## src/rtl/rgb_compare_pwm.sv

```systemverilog
// Unsigned A/B comparator that drives one RGB LED with the result colour.
// Brightness comes from a free-running PWM counter. An optional blink gate toggles every BLINK_PERIODS PWM periods.
module rgb_compare_pwm #(
  parameter int WIDTH         = 4,
  parameter int PWM_BITS      = 4,
  parameter int BLINK_PERIODS = 8
) (
  input  logic                clk,
  input  logic                rst_n,
  input  logic [WIDTH-1:0]    a,
  input  logic [WIDTH-1:0]    b,
  input  logic                in_valid,
  input  logic [PWM_BITS-1:0] duty,
  input  logic                blink_en,
  input  logic                clear,
  output logic                red,
  output logic                green,
  output logic                blue,
  output logic [1:0]          cmp_code,
  output logic                active
);

  typedef enum logic {
    S_IDLE,
    S_ACTIVE
  } state_t;

  localparam int PC_W = (BLINK_PERIODS > 1) ? $clog2(BLINK_PERIODS) : 1;

  localparam logic [1:0] CODE_NONE  = 2'b00;
  localparam logic [1:0] CODE_RED   = 2'b01;
  localparam logic [1:0] CODE_GREEN = 2'b10;
  localparam logic [1:0] CODE_BLUE  = 2'b11;

  state_t              r_state;
  logic [1:0]          r_cmp_code;
  logic [PWM_BITS-1:0] r_duty_q;
  logic [PWM_BITS-1:0] r_pwm_cnt;
  logic [PC_W-1:0]     r_period_cnt;
  logic                r_phase;

  logic w_wrap;
  logic w_accept;
  logic w_pwm_on;
  logic w_lit;

  function automatic logic [1:0] compare_code(input logic [WIDTH-1:0] x,
                                              input logic [WIDTH-1:0] y);
    if (x > y)       return CODE_RED;
    else if (x == y) return CODE_GREEN;
    else             return CODE_BLUE;
  endfunction

  assign w_wrap   = (r_pwm_cnt == '1);
  // clear has priority: a simultaneous load is dropped entirely.
  assign w_accept = in_valid && !clear;

  // NOTE: all state uses non-blocking assignments so every register sees pre-edge values; blocking here would create order-dependent races.
  always_ff @(posedge clk or negedge rst_n) begin
    if (!rst_n) begin
      r_state      <= S_IDLE;
      r_cmp_code   <= CODE_NONE;
      r_duty_q     <= '0;
      r_pwm_cnt    <= '0;
      r_period_cnt <= '0;
      r_phase      <= 1'b1;
    end else begin
      r_pwm_cnt <= r_pwm_cnt + PWM_BITS'(1);

      if (clear) begin
        r_state    <= S_IDLE;
        r_cmp_code <= CODE_NONE;
        r_duty_q   <= '0;
      end else if (in_valid) begin
        r_state    <= S_ACTIVE;
        r_cmp_code <= compare_code(a, b);
        r_duty_q   <= duty;
      end

      // A load restarts the blink sequence in the visible phase.
      if (w_accept) begin
        r_period_cnt <= '0;
        r_phase      <= 1'b1;
      end else if (w_wrap) begin
        if (r_period_cnt == PC_W'(BLINK_PERIODS - 1)) begin
          r_period_cnt <= '0;
          r_phase      <= ~r_phase;
        end else begin
          r_period_cnt <= r_period_cnt + PC_W'(1);
        end
      end
    end
  end

  // Outputs decode registered state and blink_en only.
  assign w_pwm_on = (r_pwm_cnt < r_duty_q);
  assign active   = (r_state == S_ACTIVE);
  assign cmp_code = r_cmp_code;
  assign w_lit    = active && w_pwm_on && (!blink_en || r_phase);
  assign red      = w_lit && (r_cmp_code == CODE_RED);
  assign green    = w_lit && (r_cmp_code == CODE_GREEN);
  assign blue     = w_lit && (r_cmp_code == CODE_BLUE);

endmodule
```

## config.mk

```make
export PLATFORM = sky130hd
export DESIGN_NAME = rgb_compare_pwm
export DESIGN_NICKNAME = d
export VERILOG_FILES = /design/src/rtl/rgb_compare_pwm.sv
export SDC_FILE = /design/constraint.sdc
export NUM_CORES = 1
export LEC_CHECK = 0
export BUFFER_PORTS_ARGS = -buffer_cell sky130_fd_sc_hd__buf_2
export CAP_MARGIN = 20
export CELL_PAD_IN_SITES_DETAIL_PLACEMENT = 1
export CELL_PAD_IN_SITES_GLOBAL_PLACEMENT = 1
export CORE_MARGIN = 3
export CORE_UTILIZATION = 34
export DETAILED_ROUTE_END_ITERATION = 8
export PLACE_DENSITY = 0.72
export SLEW_MARGIN = 20
export SYNTH_ARGS = -nofsm -noshare
export SYNTH_HDL_FRONTEND = slang
export SYNTH_SLANG_ARGS = --single-unit
```

## constraint.sdc

```tcl
create_clock -name clk -period 1.3 [get_ports clk]
set_clock_uncertainty 0.05 [all_clocks]
set_input_delay 0.195 -clock clk [delete_from_list [all_inputs] [get_ports clk]]
set_output_delay 0.195 -clock clk [all_outputs]
set_load 0.01 [all_outputs]
```

# Word-level counts from Yosys, hierarchy flattened
# Cells that the tools add are included.
op_classes:
  reduce_logical: 13
  n_eq_ne: 6
  n_mux: 14
  magnitude_cmp: 2
  bitwise: 1
  addsub: 2
ops:
  columns: ["cell", "n"]
  rows:
  - ["2-to-1 mux 3 bit", 3]
  - ["2-to-1 mux 4 bit", 2]
  - ["logical AND 1 bit", 6]
  - ["2-to-1 mux 1 bit", 6]
  - ["2-to-1 mux 2 bit", 3]
  - ["nonzero test 2 bit", 3]
  - ["adder 4 x 1 -> 4 bit (second input constant)", 1]
  - ["equality test 2 bit (second input constant)", 2]
  - ["equality test 4 bit", 1]
  - ["equality test 4 bit (second input constant)", 1]
  - ["greater-than comparator 4 bit", 1]
  - ["< comparator 4 bit", 1]
  - ["adder 3 x 1 -> 3 bit (second input constant)", 1]
  - ["equality test 3 bit (second input constant)", 1]
  - ["equality test 2 x 1 -> 1 bit (second input constant)", 1]
  - ["logical NOT 1 bit", 2]
  - ["AND reduction 2 bit", 1]
  - ["logical OR 1 bit", 1]
  - ["inverter 1 bit", 1]
totals:
  input_bits: 17
  elab_cells: 44
  output_inout_bits: 6
  reg_bits: 15

# Depth between registers and ports, before layout
depth:
  ltp_word: 5
  depth_mapped: 5
  depth_no_buf: 5

# Worst setup path before layout
# Ideal clock, no wire load.
synth_path:
  kind: "register to output"
  start: "reg r_pwm_cnt[1]"
  end: "out blue"
  path_stages_with_launch: 4
  setup_slack_ns: -0.082
  n_path_buf: 0
  t_arrival_ns: 1.137
  required_ns: 1.055
  cell_sequence: "dfrtp_1 -> ha_1 -> a211o_1 -> a21oi_1"
synth_via:
  elab_chain_cells: 4
synth_lines:
  columns: ["item", "line_no", "source"]
  rows:
  - ["from (decl)", "38", "logic [PWM_BITS-1:0] r_pwm_cnt;"]
  - ["from (signal assigned)", "68", "r_pwm_cnt <= r_pwm_cnt + PWM_BITS'(1);"]
  - ["< comparator 4 bit", "96", "assign w_pwm_on = (r_pwm_cnt < r_duty_q);"]
  - ["logical AND 1 bit (2 in series)", "99", "assign w_lit = active && w_pwm_on && (!blink_en || r_phase);"]
  - ["logical AND 1 bit", "102", "assign blue = w_lit && (r_cmp_code == CODE_BLUE);"]
  - ["to (decl)", "18", "output logic blue,"]
# Every way passes these cells.

# Worst setup path in the final report
layout_path:
  start: "reg r_duty_q[1]"
  end: "out green"
layout_via:
  elab_chain_cells: 4
layout_lines:
  columns: ["item", "line_no", "source"]
  rows:
  - ["from (decl)", "37", "logic [PWM_BITS-1:0] r_duty_q;"]
  - ["from (signal assigned)", "77", "r_duty_q <= duty;"]
  - ["< comparator 4 bit", "96", null]
  - ["logical AND 1 bit (2 in series)", "99", null]
  - ["logical AND 1 bit", "101", "assign green = w_lit && (r_cmp_code == CODE_GREEN);"]
  - ["to (decl)", "17", "output logic green,"]
# Every way passes these cells.

==> flow_summary.yaml <==
run_status:
  status: "finished, violations left"
  violations: "setup timing"
worst_setup_path:
  cp.arrival_ns: 1.56
  cpMaxStageDelayCell: "dfrtp_1"
  crit_chain: "inv_1 > ha_1 > a211o_1 > a21oi_2 > buf_2"
  worst-path-max-fanout: 3
  slowest_delay_ns: 0.36
  cp.required_ns: 1.05
  crit_type: "reg2out"
  worst_setup_path_start_kind: "flop"
  startpoint: "r_duty_q[1]$_DFFE_PN0P_"
  end_kind: "output port"
  regToRegStartpoint: "r_period_cnt[0]$_DFFE_PN0P_"
timing:
  slew_headroom: 0.738
  tns_ns: -1.73
  fin_crit_ns: 1.81
  max_freq_mhz: 554
  hold_ws_ns: 0.118
  setup_ws_ns: -0.506
  worst_slew_pin_slew_ns: 0.393
  rsz0062_at_grt: "yes"
  setup_viol: 5
  finalCritPeriodShare: 1.39
  hold_viol: 0
  maxSlewViolCount: 0
yosys:
  syn_area_um2: 846
  synthTopCellsByArea: "dfrtp_1 (41%), ha_1 (15%), mux2i_1 (7.1%)"
  yosys_register_bits: 15
  synth_top_area_cell: "dfrtp_1"
  synth.avg_cell_area_um2: 10.3
  syn-num-nets: 109
  ys_seq_area_frac: 0.445
  synth_cells: 82
  ys_warn_count: 0
  synth_top_area_frac: 0.414
  synth_cell_types: 25
clock_network:
  cts_tree: "built"
  cts_inserted_buffers: 3
  h-tree-depth: 1
  cts_sinks: 15
  clockRootBuffer: "clkbuf_4"
  clkTransAtPathRegs_ns: 0.08
  clock_latency_ns: 0.28
  clockBufferDepth: 2
power:
  clkPwrFrac: 0.284
  internal-power_uw: 682
  p_seq_frac: 0.537
  powerDensity_nw_per_um2: 770
  p_leak_uw: 0.000618
  ir_drop_mv: 0.594
  swShare: 0.265
  total_power_uw: 927
  pwr-share-comb: 0.179
  p_sw_uw: 245
flow_run:
  maxCapViolations: 0
detailed_routing:
  route.detailed.drc: 0
  finalWirelength_mm: 2.37
  wl_per_cell_um: 15.8
  drt-vias-per-instance: 4.94
  drtIter0Drc: 5
  ant_nets: 0
  drt_pass1_iterations: 3
  num_vias: 741
cells_and_area:
  antenna_cells: 0
  seqCellArea_um2: 378
  drive_above_1_share: 0.443
  fin_nets: 150
  stdcell_area_um2: 1200
  fill_cells: 262
  syn2layout_area_growth_pct: 42.3
  multi_input_area_um2: 483
floorplan:
  die_h_um: 55.9
  rows: 17
  dieArea_um2: 3120
  core-area_um2: 2280
  io_pins: 23
  start_util: 0.372
  fp.dieW_um: 55.9
grt:
  antenna_found_initial: 0
  overflow: 0
  grt_start_max_net_pins: 16
  grt_pass1_wl_mm: 3.86
  grt_pass1_vias: 807
  grt_usage: 0.157
placed_design:
  portBuffers: 22
  hpwl_mm: 1.66
  gp_congestion: 0.740
  placed_area_um2: 1070
worst_hold_path:
  holdCritPathClass: "in2reg"
  min_from: "duty[3]"
-- cells by family (layout without fill, tap and decap cells) --
family / after synthesis / after routing / synth area share
AO/OA/AOI/OAI: 10 / 10 / 0.0799
XOR/XNOR: 3 / 3 / 0.0311
adder cells (fa/ha/maj): 10 / 10 / 0.148
buffers and inverters: 12 / 52 / 0.0547
flip-flops: 15 / 15 / 0.445
multiplexers: 6 / 6 / 0.0710
AND/OR/NAND/NOR: 26 / 26 / 0.170
-- cell usage in the layout (no fill, tap or decap), drive strengths merged --
master,instances
or3b,1
nor2b,2
a311oi,1
nand3,3
or3,1
nand4,3
a21oi,6
nand2b,3
a211o,1
buf,37
dlygate4sd3,1
nand2,2
inv,10
dfstp,1
xor2,2
ha,10
mux2i,6
o21a,1
xnor2,1
nand4b,2
clkbuf,4
nor2,9
o221ai,1
dfrtp,14
-- through the flow --
| step | worst slack [ns] | cells | utilization |
|---|---|---|---|
| final | -0.506 | 150 | 0.529 |
| after global routing | -0.612 | 150 | 0.529 |
| after CTS | -0.490 | 147 | 0.501 |
| after detailed placement | -0.192 | 140 | 0.472 |
| after global placement | -0.145 | 140 | 0.472 |
| after floorplan | -0.0694 | 82 | - |
-- layout make-up --
| cell class | count | share of cell area |
|---|---|---|
| clock buffer | 4 | 0.0218 |
| sequential | 15 | 0.314 |
| timing repair buffer | 38 | 0.203 |
| inverter | 10 | 0.0312 |
| tap | 28 | 0.0291 |
| multi-input combinational | 55 | 0.401 |
-- worst max-delay path: cells and delay by family (launching register included) --
kind / cells / cell delay, ns
flip-flops: 1 / 0.36
adder cells (fa/ha/maj): 1 / 0.29
AO/OA/AOI/OAI: 2 / 0.46
buffers and inverters: 2 / 0.19
-- path summary, 6_finish.rpt --
kind / to / slack [ns] / cells after the start
max: green / -0.51 / 5
min: r_duty_q[3]$_DFFE_PN0P_ / 0.12 / 3
max reg2reg: r_period_cnt[0]$_DFFE_PN0P_ / -0.12 / 4
min reg2reg: r_duty_q[0]$_DFFE_PN0P_ / 0.49 / 2
max in group asynchronous: r_phase$_DFFE_PN1P_ / 0.62 / 2
min in group asynchronous: r_pwm_cnt[2]$_DFF_PN0_ / 0.29 / 2
-- registers in the layout, indices dropped and copies added (netlist names) --
signal	flops
active	1
r_period_cnt	3
r_phase	1
r_pwm_cnt	4
cmp_code	2
r_duty_q	4
-- metal layers --
layer | global-route usage | up-vias | wire length [um] | part of all wire
li1 | - | 360 | - | -
met4 | 0.0407 | 0 | 17 | 0.0072
met2 | 0.258 | 12 | 1200 | 0.51
met1 | 0.219 | 367 | 1100 | 0.46
met5 | 0 | - | 0 | 0
met3 | 0.0209 | 2 | 51 | 0.022
-- power groups by stage --
stage | Sequential, uW | Clock [uW] | Combinational (uW)
floorplan | 507 | 0 | 76.9
global placement | 506 | 0 | 139
detailed placement | 507 | 0 | 149
CTS | 498 | 270 | 158
global route | 502 | 306 | 186
finish | 498 | 263 | 166
-- Yosys cell counts (all sizes together) --
cell     n
mux2i    6
or3      1
a211o    1
nor2b    2
o221ai   1
nand4b   2
inv     10
a21oi    6
dfrtp   14
nand2    2
clkbuf   1
xnor2    1
nand2b   3
dfstp    1
nor2     9
buf      1
nand3    3
ha      10
or3b     1
o21a     1
a311oi   1
xor2     2
nand4    3
-- repair_timing --
| item | CTS | global route |
|---|---|---|
| setup endpoints to repair | 7 | 7 |
| hold buffers | 1 | 0 |
| endpoints found under the hold margin | 14 | 0 |
| gates cloned | 0 | 0 |
| pin swaps | 6 | 7 |
| gates resized for setup | 3 | 9 |
| buffers inserted | 2 | 4 |
Note: power is estimated with default switching activity, not from simulation.
